### src/rtl/uart_reg_bridge.sv
// Command-frame parser between the UART byte stream and a register file.
// 'W' addr data -> write + 'K'; 'R' addr -> read + data bytes; anything else -> '?'.
module uart_reg_bridge #(
    parameter int ADDR_BYTES = 1,
    parameter int DATA_BYTES = 4,
    parameter int TIMEOUT    = 1000000
) (
    input  logic                    clk_i,
    input  logic                    rst_i,
    input  logic [7:0]              rx_data_i,
    input  logic                    rx_valid_i,
    output logic [7:0]              tx_data_o,
    output logic                    tx_valid_o,
    output logic [8*ADDR_BYTES-1:0] reg_addr_o,
    output logic [8*DATA_BYTES-1:0] reg_wdata_o,
    output logic                    reg_we_o,
    output logic                    reg_re_o,
    input  logic [8*DATA_BYTES-1:0] reg_rdata_i,
    output logic                    timeout_o,
    output logic                    overrun_o
);
    localparam int AW   = 8 * ADDR_BYTES;
    localparam int DW   = 8 * DATA_BYTES;
    localparam int MAXB = (ADDR_BYTES > DATA_BYTES) ? ADDR_BYTES : DATA_BYTES;
    localparam int CW   = $clog2(MAXB + 1);
    localparam int TW   = $clog2(TIMEOUT + 1);

    typedef enum logic [2:0] {
        S_IDLE, S_ADDR, S_DATA, S_EXEC, S_WAIT_RD, S_RESP
    } state_t;

    state_t          state_reg, state_next;
    logic            op_wr_reg, op_wr_next;
    logic [CW-1:0]   cnt_reg, cnt_next;
    logic [TW-1:0]   tmo_reg, tmo_next;
    logic [AW-1:0]   addr_reg, addr_next;
    logic [DW-1:0]   wdata_reg, wdata_next;
    logic [DW-1:0]   shift_reg, shift_next;
    logic            timeout_reg, timeout_next;
    logic            overrun_reg, overrun_next;

    always_ff @(posedge clk_i or posedge rst_i) begin
        if (rst_i) begin
            state_reg   <= S_IDLE;
            op_wr_reg   <= 1'b0;
            cnt_reg     <= '0;
            tmo_reg     <= '0;
            addr_reg    <= '0;
            wdata_reg   <= '0;
            shift_reg   <= '0;
            timeout_reg <= 1'b0;
            overrun_reg <= 1'b0;
        end else begin
            state_reg   <= state_next;
            op_wr_reg   <= op_wr_next;
            cnt_reg     <= cnt_next;
            tmo_reg     <= tmo_next;
            addr_reg    <= addr_next;
            wdata_reg   <= wdata_next;
            shift_reg   <= shift_next;
            timeout_reg <= timeout_next;
            overrun_reg <= overrun_next;
        end
    end

    always_comb begin
        state_next   = state_reg;
        op_wr_next   = op_wr_reg;
        cnt_next     = cnt_reg;
        tmo_next     = tmo_reg;
        addr_next    = addr_reg;
        wdata_next   = wdata_reg;
        shift_next   = shift_reg;
        timeout_next = 1'b0;
        overrun_next = overrun_reg;

        case (state_reg)
            S_IDLE: begin
                tmo_next = '0;
                if (rx_valid_i) begin
                    cnt_next = '0;
                    if (rx_data_i == 8'h57 || rx_data_i == 8'h52) begin
                        op_wr_next = (rx_data_i == 8'h57);
                        state_next = S_ADDR;
                    end else begin
                        shift_next = DW'(8'h3F) << (DW - 8);
                        state_next = S_RESP;
                    end
                end
            end
            S_ADDR: begin
                if (rx_valid_i) begin
                    tmo_next  = '0;
                    addr_next = (addr_reg << 8) | AW'(rx_data_i);
                    if (cnt_reg == CW'(ADDR_BYTES - 1)) begin
                        cnt_next   = '0;
                        state_next = op_wr_reg ? S_DATA : S_EXEC;
                    end else begin
                        cnt_next = cnt_reg + CW'(1);
                    end
                end else if (tmo_reg == TW'(TIMEOUT - 1)) begin
                    // Silence for TIMEOUT cycles: drop the partial frame quietly.
                    tmo_next     = '0;
                    cnt_next     = '0;
                    timeout_next = 1'b1;
                    state_next   = S_IDLE;
                end else begin
                    tmo_next = tmo_reg + TW'(1);
                end
            end
            S_DATA: begin
                if (rx_valid_i) begin
                    tmo_next   = '0;
                    wdata_next = (wdata_reg << 8) | DW'(rx_data_i);
                    if (cnt_reg == CW'(DATA_BYTES - 1)) begin
                        cnt_next   = '0;
                        state_next = S_EXEC;
                    end else begin
                        cnt_next = cnt_reg + CW'(1);
                    end
                end else if (tmo_reg == TW'(TIMEOUT - 1)) begin
                    tmo_next     = '0;
                    cnt_next     = '0;
                    timeout_next = 1'b1;
                    state_next   = S_IDLE;
                end else begin
                    tmo_next = tmo_reg + TW'(1);
                end
            end
            S_EXEC: begin
                if (op_wr_reg) begin
                    shift_next = DW'(8'h4B) << (DW - 8);
                    cnt_next   = '0;
                    state_next = S_RESP;
                end else begin
                    state_next = S_WAIT_RD;
                end
            end
            S_WAIT_RD: begin
                shift_next = reg_rdata_i;
                cnt_next   = CW'(DATA_BYTES - 1);
                state_next = S_RESP;
            end
            S_RESP: begin
                // cnt_reg holds the number of bytes still to follow this one.
                shift_next = shift_reg << 8;
                if (cnt_reg == '0) begin
                    state_next = S_IDLE;
                end else begin
                    cnt_next = cnt_reg - CW'(1);
                end
            end
            default: state_next = S_IDLE;
        endcase

        if (rx_valid_i && (state_reg == S_EXEC || state_reg == S_WAIT_RD || state_reg == S_RESP)) begin
            overrun_next = 1'b1;
        end
    end

    assign tx_valid_o  = (state_reg == S_RESP);
    assign tx_data_o   = shift_reg[DW-1 -: 8];
    assign reg_addr_o  = addr_reg;
    assign reg_wdata_o = wdata_reg;
    assign reg_we_o    = (state_reg == S_EXEC) && op_wr_reg;
    assign reg_re_o    = (state_reg == S_EXEC) && !op_wr_reg;
    assign timeout_o   = timeout_reg;
    assign overrun_o   = overrun_reg;
endmodule

### config.mk
export PLATFORM = sky130hd
export DESIGN_NAME = uart_reg_bridge
export DESIGN_NICKNAME = d
export VERILOG_FILES = /design/src/rtl/uart_reg_bridge.sv
export SDC_FILE = /design/constraint.sdc
export NUM_CORES = 1
export LEC_CHECK = 0
export BUFFER_PORTS_ARGS = -buffer_cell sky130_fd_sc_hd__buf_4
export CAP_MARGIN = 20
export CORE_MARGIN = 2
export CORE_UTILIZATION = 55
export CTS_BUF_LIST = sky130_fd_sc_hd__clkbuf_16
export DETAILED_ROUTE_END_ITERATION = 10
export PLACE_DENSITY = 0.8
export SYNTH_ARGS = -nofsm -noshare
export SYNTH_HDL_FRONTEND = slang
export SYNTH_SLANG_ARGS = --single-unit
### constraint.sdc
create_clock -name clk_i -period 4.3 [get_ports clk_i]
set_input_delay 0.645 -clock clk_i [delete_from_list [all_inputs] [get_ports clk_i]]
set_output_delay 0.645 -clock clk_i [all_outputs]
set_load 0.05 [all_outputs]
==> impl_metrics.ini <==
[status]
status = finished clean

[min_path]
hold_class = input port to async pin

[finish]
finalInstanceArea_um2 = 5730
areaGrowthSynthToFinish_pct = 22.2
drive_gt1_share_pct = 33.3
fillers = 634
nets = 542
antenna_cells = 0

[clock_network]
clk_pin_slew_ns = 0.08
cts_sinks = 101
hold_buffers = 0
cts_tree = built
root_buffer = clkbuf_16
clkLatencyLatePin_ns = 0.35
h-tree-depth = 3
ctsResizeCount = 0
cts.path.max_buffers = 2
cts_buffers = 9
post-cts-setup-buffer-count = 0

[worst_setup_path]
worstSetupEndpointType = output port
path_cells = nor2b_1 > nand2_1 > clkinv_1 > buf_4
critPathCapture = tx_valid_o
crit_start = state_reg[1]$_DFFE_PP0P_
crit_slowest_cell = dfrtp_1
regToRegEndpoint = tmo_reg[9]$_DFFE_PP0P_
worstPathArrival_ns = 2.31
cp.required_ns = 3.65
r2r_cells = 5
slowest_delay_ns = 0.68
cp_top_family = buffers and inverters
worstPathMaxFanout = 19
r2r_slack_ns = 1.64
cp_num_buf_inv = 2
r2r-start = state_reg[0]$_DFFE_PP0P_
worstSetupStartpointType = flop
critical_path_class = flop to output port
critical_path_depth = 4

[die]
num_io_pins = 96
start_util_pct = 56.8
die_w_um = 96.4
fp.coreArea_um2 = 8260
chipHeight_um = 96.4
die-area_um2 = 9290
rows = 33

[synthesis]
synth_seq_cells = 101
ys_seq_area_share_pct = 53.9
synth_area_um2 = 4690
synth_common_cells = dfrtp_1, mux2_2, inv_1
yosys.area.top_type = dfrtp_1
synth_nets = 459
async_flop_share_pct = 100
avgSynthCellArea_um2 = 11.4
yosysUniqueCellTypes = 54
synthTopCellsByArea = dfrtp_1, mux2_2, a222oi_1, inv_1, a22o_1
syn_inst = 410
synth_ff_type = dfrtp_1
synth.most_common_cell = dfrtp_1
synth_top_area_share_pct = 53.9
ys_warn_count = 0
synth_edf_count = 0

[pwr]
power.internal_mw = 2.25
p_comb_share_pct = 44.4
worst_ir_drop_vdd_mv = 0.527
p_switching_mw = 1.76
powerDensity_nw_per_um2 = 698
p_sw_share_pct = 43.8
p_total_mw = 4.01
pwr-share-seq_pct = 35.8
clkPwrFrac_pct = 19.9
p_leak_nw = 2.84

[sta]
fmax_mhz = 339
period_needed_ns = 2.95
setup_slack_ns = 1.35
skew_ns = 0.00597
report.final.setup_viol = 0
rsz0062_at_grt = no
worstMarginPinSlew_ns = 1.04
finalHoldViolations = 0
fin_crit_sh_pct = 68.7
hold_ws_ns = 0.475
slew_headroom_pct = 30.4
finalSetupTns_ns = 0
drv_slew = 0

[route]
ant_nets = 0
via_per_inst = 5.87
vias = 3542
drtIter0Drc = 317
drt_pass1_iterations = 9
drc = 0
wire_per_inst_um = 17.5
routed_wl_um = 10500

[global_routing]
grt_pass1_wl_um = 17200
grt_pass1_vias = 3512
grt_use_total_pct = 24.2
grt_max_degree = 73
grt-ovfl-total = 0
antenna_found_initial = 0

[place]
dpl-instance-area_um2 = 5430
pre_cts_ws_ns = 1.67
hpwlAfterDp_um = 7280
gp_congestion = 0.889
io_buffers = 95

[flow_run]
drv_cap = 0
-- how the worst min path moves through the flow --
stage / slack (ns) / cells after the start / endpoint / start
finish: 0.47 / 2 / reg_wdata_o[17]$_DFFE_PP0P_ / rst_i
global route: 0.50 / 1 / shift_reg[28]$_DFFE_PP0P_ / shift_reg[28]$_DFFE_PP0P_
CTS: 0.48 / 1 / overrun_o$_DFFE_PP0P_ / overrun_o$_DFFE_PP0P_
detailed placement: 0.46 / 1 / overrun_o$_DFFE_PP0P_ / overrun_o$_DFFE_PP0P_
global placement: 0.46 / 1 / overrun_o$_DFFE_PP0P_ / overrun_o$_DFFE_PP0P_
floorplan: 0.44 / 1 / tmo_reg[19]$_DFFE_PP0P_ / tmo_reg[19]$_DFFE_PP0P_
-- per-stage QoR --
step / std cells / utilization [%]
6_report: 603 / 69.4
5_1_grt: 603 / 69.4
4_1_cts: 602 / 69.3
3_5_place_dp: 586 / 65.8
3_3_place_gp: 586 / 65.8
2_1_floorplan: 410 / -
-- worst register-to-register path: cells and delay by family, from the launching register on --
kind	cells	cell delay, ns
AOI/OAI and AO/OA	2	1.03
DFF	1	0.80
and+or+nand+nor	3	0.76
-- metal layers --
| metal | up-vias | track usage [%] | wire, um |
|---|---|---|---|
| met5 | - | 0 | 0 |
| li1 | 1658 | - | - |
| met4 | 0 | 9.04 | 241 |
| met1 | 1727 | 33.1 | 4360 |
| met2 | 134 | 38.1 | 5140 |
| met3 | 23 | 5.40 | 796 |
-- power by group through the flow --
| stage | Combinational, mW | Sequential [mW] | Clock, mW |
|---|---|---|---|
| finish | 1.78 | 1.43 | 0.795 |
| detailed placement | 1.75 | 1.44 | 0 |
| global placement | 1.72 | 1.42 | 0 |
| floorplan | 1.08 | 1.68 | 0 |
| global route | 1.91 | 1.47 | 0.842 |
| CTS | 1.77 | 1.43 | 0.804 |
-- cells in the final DEF (no fill, tap or decap), types with 4 or more instances in the layout --
cell type  instances
o22ai_1            4
a31oi_1            4
nand2_1           24
clkbuf_16          9
nand3_1            8
mux2_2            42
o21ai_0           14
a21oi_1           12
xor2_1             5
inv_1             31
and3_1             7
ha_1               6
a21o_1             6
nor3_1             6
nand4_1            4
a22o_1            12
nor2b_1            4
dfrtp_1          101
xnor2_1            5
mux2i_1            4
nand2b_1           5
a222oi_1          17
buf_4             99
nor2_1            19
and2_1             4
-- layout make-up --
type	count	area, um2	share of cell area, %
multi-input combinational	248	1900	33.2
timing repair buffer	100	751	13.1
inverter	33	126	2.20
tap	105	131	2.29
sequential	101	2530	44.1
clock buffer	9	225	3.93
clock inverter	7	70.1	1.22
-- kinds of logic (layout without fill, tap and decap cells) --
kind of cell | after synthesis | count (layout) | synth area share [%]
DFF | 101 | 101 | 53.9
and+or+nand+nor | 96 | 96 | 11.2
AOI/OAI and AO/OA | 90 | 90 | 14.5
buffers and inverters | 61 | 149 | 6.03
muxes | 46 | 46 | 10.9
xor gates and xnor gates | 10 | 10 | 1.87
adders and majority gates | 6 | 6 | 1.60
Power figures use the tool's default switching activity.
